$ cat src/rtl/adaptive_filter.sv
// adaptive_filter: two-stage switchable differentiator / trapezoidal integrator on a valid-only stream
module adaptive_filter #(
    parameter int WORDLENGTH        = 14,
    parameter int FRACTIONAL_LENGTH = 6
) (
    input  logic                         clk,
    input  logic                         srst,
    input  logic                         ctrl,
    input  logic signed [WORDLENGTH-1:0] s_tdata,
    input  logic                         s_tvalid,
    output logic signed [WORDLENGTH-1:0] m_tdata,
    output logic                         m_tvalid
);
    localparam int W = WORDLENGTH;
    localparam logic signed [W+1:0] P_MAX = {3'b000, {(W-1){1'b1}}};
    localparam logic signed [W+1:0] P_MIN = {3'b111, {(W-1){1'b0}}};

    if (FRACTIONAL_LENGTH < 0 || FRACTIONAL_LENGTH >= WORDLENGTH) begin : g_fl_range
        $error("FRACTIONAL_LENGTH out of range");
    end

    logic signed [W-1:0] r_x, r_xprev, r_acc;
    logic                r_c, r_v1, r_mode;
    logic                w_clr;
    logic signed [W-1:0] w_xp, w_ap, w_y;
    logic signed [W:0]   w_d, w_s, w_h;
    logic signed [W+1:0] w_a;

    function automatic logic signed [W-1:0] sat(input logic signed [W+1:0] v);
        return v > P_MAX ? P_MAX[W-1:0] : v < P_MIN ? P_MIN[W-1:0] : v[W-1:0];
    endfunction

    // a mode change restarts the filter from zero history
    always_comb begin
        w_clr = r_c != r_mode;
        w_xp  = w_clr ? '0 : r_xprev;
        w_ap  = w_clr ? '0 : r_acc;
        w_d   = r_x - w_xp;
        w_s   = r_x + w_xp;
        w_h   = (w_s + signed'((W+1)'(1))) >>> 1;
        w_a   = w_ap + w_h;
        w_y   = r_c ? sat(w_a) : sat({w_d[W], w_d});
    end

    always_ff @(posedge clk) begin
        if (srst) begin
            r_x      <= '0;
            r_c      <= 1'b0;
            r_v1     <= 1'b0;
            r_xprev  <= '0;
            r_acc    <= '0;
            r_mode   <= 1'b0;
            m_tdata  <= '0;
            m_tvalid <= 1'b0;
        end else begin
            r_v1     <= s_tvalid;
            m_tvalid <= r_v1;
            if (s_tvalid) begin
                r_x <= s_tdata;
                r_c <= ctrl;
            end
            if (r_v1) begin
                r_xprev <= r_x;
                r_mode  <= r_c;
                m_tdata <= w_y;
                if (r_c)
                    r_acc <= w_y;
            end
        end
    end
endmodule

$ cat config.mk
export PLATFORM = sky130hd
export DESIGN_NAME = adaptive_filter
export DESIGN_NICKNAME = d
export VERILOG_FILES = /design/src/rtl/adaptive_filter.sv
export SDC_FILE = /design/constraint.sdc
export NUM_CORES = 1
export LEC_CHECK = 0
export ABC_AREA = 1
export CORE_MARGIN = 2
export CORE_UTILIZATION = 60
export CTS_BUF_LIST = sky130_fd_sc_hd__clkbuf_4 sky130_fd_sc_hd__clkbuf_8 sky130_fd_sc_hd__clkbuf_16
export CTS_CLUSTER_SIZE = 8
export DETAILED_ROUTE_END_ITERATION = 16
export PLACE_DENSITY = 0.81
export RECOVER_POWER = 25
export SETUP_SLACK_MARGIN = 0.02
export SLEW_MARGIN = 20
export SYNTH_ARGS = -nofsm -noshare
export SYNTH_HDL_FRONTEND = slang
export SYNTH_SLANG_ARGS = --single-unit
export TNS_END_PERCENT = 100
$ cat constraint.sdc
create_clock -name clk -period 4.7 [get_ports clk]
set_input_delay 0.94 -clock clk [delete_from_list [all_inputs] [get_ports clk]]
set_output_delay 0.94 -clock clk [all_outputs]
set_load 0.05 [all_outputs]
# == Word level (Yosys, flattened, before mapping) ==
# Cells that the tools add are included.
# classes
order_cmp,4
reduce_logical,1
n_eq_ne,1
addsub,4
muxes,7
# op_table
op,count
$mux W14,7
$add A14 B14 Y15,2
$gt A15 B14 Y1 const B,2
$lt A15 B14 Y1 const B,2
$add A15 B2 Y15 const B,1
$sub A14 B14 Y15,1
$reduce_and A2 Y1,1
$ne A1 B1 Y1,1
# word_totals
in_bits,18
reg_bits,60
wordCells,25
out_inout_bits,15

# == Longest topological paths before layout ==
# logic_depth
ltp_word,9
depth_mapped,34
mapped_depth_nobuf,32

# == Worst setup path before layout ==
# OpenSTA, ideal clock, no wires.
# synth_path
path_type,register to register
start,register r_c
end,register r_acc[4]
setup_ns,0.113
n_path_buf,1
arrival_time_ns,3.957
slack_ns,0.630
period_less_slack_ns,4.070
t_required_ns,4.587
stages_incl_launch_ff,29
path_cell_list,dfxtp_1 -> inv_1 -> nand2_1 -> nand2_1 -> inv_1 -> clkbuf_1 -> nand2_1 -> ha_1 -> inv_1 -> fa_1 -> a31oi_1 -> o21ai_1 -> a21oi_1 -> o21ai_1 -> xor2_1 -> inv_1 -> ha_1 -> nand2_1 -> nand2_1 -> nand2_1 -> nand2_1 -> a21oi_1 -> nand2_1 -> nand2_1 -> nand2_1 -> a21oi_4 -> nand2_1 -> o21ai_1 -> inv_1
# synth_between
elab_chain_cells,9
elab_cells_between_ends,17
classes_between,4 x add/sub; 4 x order compare; 1 x eq/ne; 7 x mux; 1 x reduce/logical
# synth_lines
item,line_no,rtl
start: declaration,23,"logic r_c, r_v1, r_mode;"
start signal: assignment,60,r_c <= ctrl;
$ne A1 B1 Y1,35,w_clr = r_c != r_mode;
$mux W14,36,w_xp = w_clr ? '0 : r_xprev;
$add A14 B14 Y15,39,w_s = r_x + w_xp;
$add A15 B2 Y15,40,w_h = (w_s + signed'((W+1)'(1))) >>> 1;
$add A14 B14 Y15,41,w_a = w_ap + w_h;
$lt A15 B14 Y1,30,return v > P_MAX ? P_MAX[W-1:0] : v < P_MIN ? P_MIN[W-1:0] : v[W-1:0];
$mux W14 (2 in series),30,
$mux W14,42,"w_y = r_c ? sat(w_a) : sat({w_d[W], w_d});"
end signal: assignment,67,r_acc <= w_y;
end: declaration,22,"logic signed [W-1:0] r_x, r_xprev, r_acc;"
# Several ways; a longest one is shown, not always the timed one.
# A chain may end at the register's enable or synchronous reset.

# == Worst setup path in the final report ==
# layout_path
start,register r_c
end,register m_tdata[4]
# layout_between
elab_chain_cells,9
elab_cells_between_ends,16
classes_between,4 x add/sub; 4 x order compare; 1 x eq/ne; 7 x mux
# layout_lines
item,line_no,rtl
$ne A1 B1 Y1,35,
$mux W14,36,
$add A14 B14 Y15,39,
$add A15 B2 Y15,40,
$add A14 B14 Y15,41,
$lt A15 B14 Y1,30,
$mux W14 (2 in series),30,
$mux W14 (*),42,
end signal: assignment,65,m_tdata <= w_y;
end: declaration,11,"output logic signed [WORDLENGTH-1:0] m_tdata,"
# Every way passes the cells marked *; elsewhere a longest branch is shown, timed or not.

==> metrics.txt <==
Final Skew 0.0147 ns; register bit count reported by yosys 60; worst slew pin tran 1.26 ns; Vias 4855; final hold violations 0; H-tree Lvls 3; critical path startpoint category flip-flop; CP arrival 4.62 ns; first-pass GRT wire length 20.5 mm; Setup-failing EPs final 0; Synth Area in Adders 12.8%; Post-Place Setup Slack 0.120 ns; Syn Inst Count 770; Final GP Congestion 0.998; drt first pass iters 5; CP Capture Type flip-flop; max cap viols 0; footprint of the multi-input gates 3080 um2; crit path max fanout 10; reg2reg setup slack 0.31 ns; Post-Syn Nets 836; Max clock buf depth 2; post-synthesis sequential area ratio 24.7%; largest family of logic cells by synthesized area simple AND/OR/NAND/NOR gates; DRC viols 0; Yosys top cell by area dfxtp_1; post-detail-place hpwl 9.63 mm; gr usage total 29.2%; Yosys top cell area share 24.7%; NumNets Final 866; Root Driver clkbuf_8; hold path depth 2; Post-Synth Simple-Gate Area 29.7%; area grow syn2layout 14.0%; clock latency on the worst-skew pair 0.36 ns; Fmax 228 MHz; FILL cells 664; outcome complete, no violations; R2R cell count 24; kind of critical path reg -> reg; CP Cell Sequence inv_1, nand2_1, nand2_1, clkinvlp_4, buf_4, nand2_1, ha_1, nor2_1, a21oi_1, nand3_1, a21oi_1, xor2_1, inv_1, ha_1, nand2_1, nor2_1, a21oi_1, nand2_1, nand2_1, nand2_1, a21oi_4, nand2_1, nand3_1, a21oi_1; largest net degree at the start of global routing 38; placed standard-cell area 5250 um2; CTS tree yes; synthesized cell area 4850 um2; Power, Total 1790 uW; Most Frequent Cell on Critical Path nand2_1; WHS 0.465 ns; Distinct cells, synth 38; vias in the first global route 4558; fin worst setup slack 0.312 ns; Sequential Area 1200 um2; # hold bufs at CTS 0; wirelength, routed 12.5 mm; Top Ports 33; mux contribution to synthesized area 0%; critical path's largest stage delay 0.47 ns; Vias/cell 5.35; Synth async-reset ratio 0%; CTS Sinks 60; gr ovfl total 0; Warnings, synthesis 0; Slew Viols, Final 0; fin crit period 4.39 ns; synth top area cells dfxtp_1, nand2_1, ha_1; share of cells above drive strength 1 7.33%; register clock-pin slew on the reported worst setup and hold paths 0.07 ns; wire per inst 13.8 um; initial antenna violation count 0; fin area 5530 um2; Synth Area in XOR/XNOR 5.77%; die area 8820 um2; EDFF count, synth 0; Rel. slew slack 15.8%; Num CTS Buffers 9; ANT cells 0; Max VDD drop 0.000263 V; num rows 32; Worst path slowest cell ha_1; CP Data Required Time 4.93 ns; period utilization 93.4%; worst min-delay path class reg -> reg; Synth Area per Inst 6.30 um2; post-synthesis compound-gate area fraction 14.3%; Port Buffer Count 32; core area 7770 um2; width of the chip 93.9 um; power density cells 323 nW/um2; post-route ant nets 0; ys flop type dfxtp_1; Die H 93.9 um; DRT iter0 DRCs 253; Leak Pwr 0.00308 uW; Starting Density 62.5%
## through the flow
stage	setup TNS (ns)	util, %	instances
CTS	0	70.6	905
global route	-0.0675	71.2	907
global placement	0	67.6	889
floorplan	0	-	770
detailed placement	0	67.6	889
finish	0	71.2	907
## layout by cell type (no fill, tap or decap), types with 2 or more instances in the layout
master and count:
dfxtp_1 59, fa_1 3, o211ai_1 2, nor2_2 3
o21ai_0 45, buf_4 13, bufinv_16 2, a31oi_1 2
nand2_1 193, xor2_1 21, nand3_2 5, nand4_1 5
a21oi_4 2, a21oi_2 2, a221oi_1 2, nor3_1 3
o21ai_1 14, clkdlybuf4s50_1 16, clkbuf_8 11, xnor2_1 11
ha_1 43, dlygate4sd3_1 16, nand2_4 2, inv_1 119
nor2_1 97, nand3_1 32, a21oi_1 53, clkinv_1 2
nand2_2 5, ha_2 2, inv_2 3
## state kept, by name (all words and copies together) (netlist names)
signal,count
r_acc,14
r_c,1
r_v1,1
m_tdata,14
r_x,14
r_xprev,14
m_tvalid,1
r_mode,1
## where the power goes
part	internal [uW]	switching, uW	leakage (uW)	total, uW
combinational	227	439	0.00246	666
clock	329	227	0.000120	557
sequential	544	21.3	0.000493	565
total	1100	687	0.00308	1790
## layout make-up
type                    count  share of cell area (%)
multi-input cells         558                    55.6
flip-flops and latches     60                    21.7
inverters                 125                    8.55
repair buffers             46                    7.62
clock buffers              11                    2.74
well taps                 102                    2.31
clock inverters             5                    1.49
## critical path: cells and delay by family, from the launching register on
| family | cells | cell delay, ns |
|---|---|---|
| xor gates and xnor gates | 1 | 0.15 |
| AOI/OAI and AO/OA | 5 | 1.19 |
| and+or+nand+nor | 12 | 1.29 |
| adders and majority gates | 2 | 0.81 |
| DFF | 1 | 0.39 |
| buffers and inverters | 4 | 0.43 |
## Yosys cell counts (6+ instances only)
cell and n:
nand2_1 193, ha_1 45, nor2_1 98, nand2_2 6, xor2_1 21, xnor2_1 11, dfxtp_1 60, a21oi_1 54
o21ai_1 14, nand3_1 32, clkbuf_1 15, o21ai_0 46, buf_2 6, inv_1 120
## repair_timing
| action | 4_1_cts | 5_1_grt |
|---|---|---|
| buffers inserted | 0 | 2 |
| endpoints found under the hold margin | 0 | 0 |
| endpoints found under the setup margin | 0 | 27 |
| resized for setup | 0 | 11 |
## layer usage
layer | vias up | share of wire, % | global-route usage [%]
met3 | 32 | 5.9 | 5.62
li1 | 2457 | - | -
met5 | - | 0 | 0
met4 | 0 | 3.6 | 12.0
met1 | 2188 | 43 | 35.4
met2 | 178 | 47 | 50.7
## kinds of logic (layout without fill, tap and decap cells)
family                   after synthesis  in the layout
buffers and inverters                152            187
AND/OR/NAND/NOR                      350            350
XOR/XNOR                              32             32
AO/OA/AOI/OAI                        128            128
adder cells (fa/ha/maj)               48             48
flip-flops                            60             60
## path summary, 6_finish.rpt
check / start / to
setup reg to reg: r_c / m_tdata[4]
hold reg to reg: m_tdata[7] / m_tdata[7]
setup / recovery: r_c / m_tdata[4]
hold / removal: m_tdata[7] / m_tdata[7]
(Power assumes the default switching activity.)
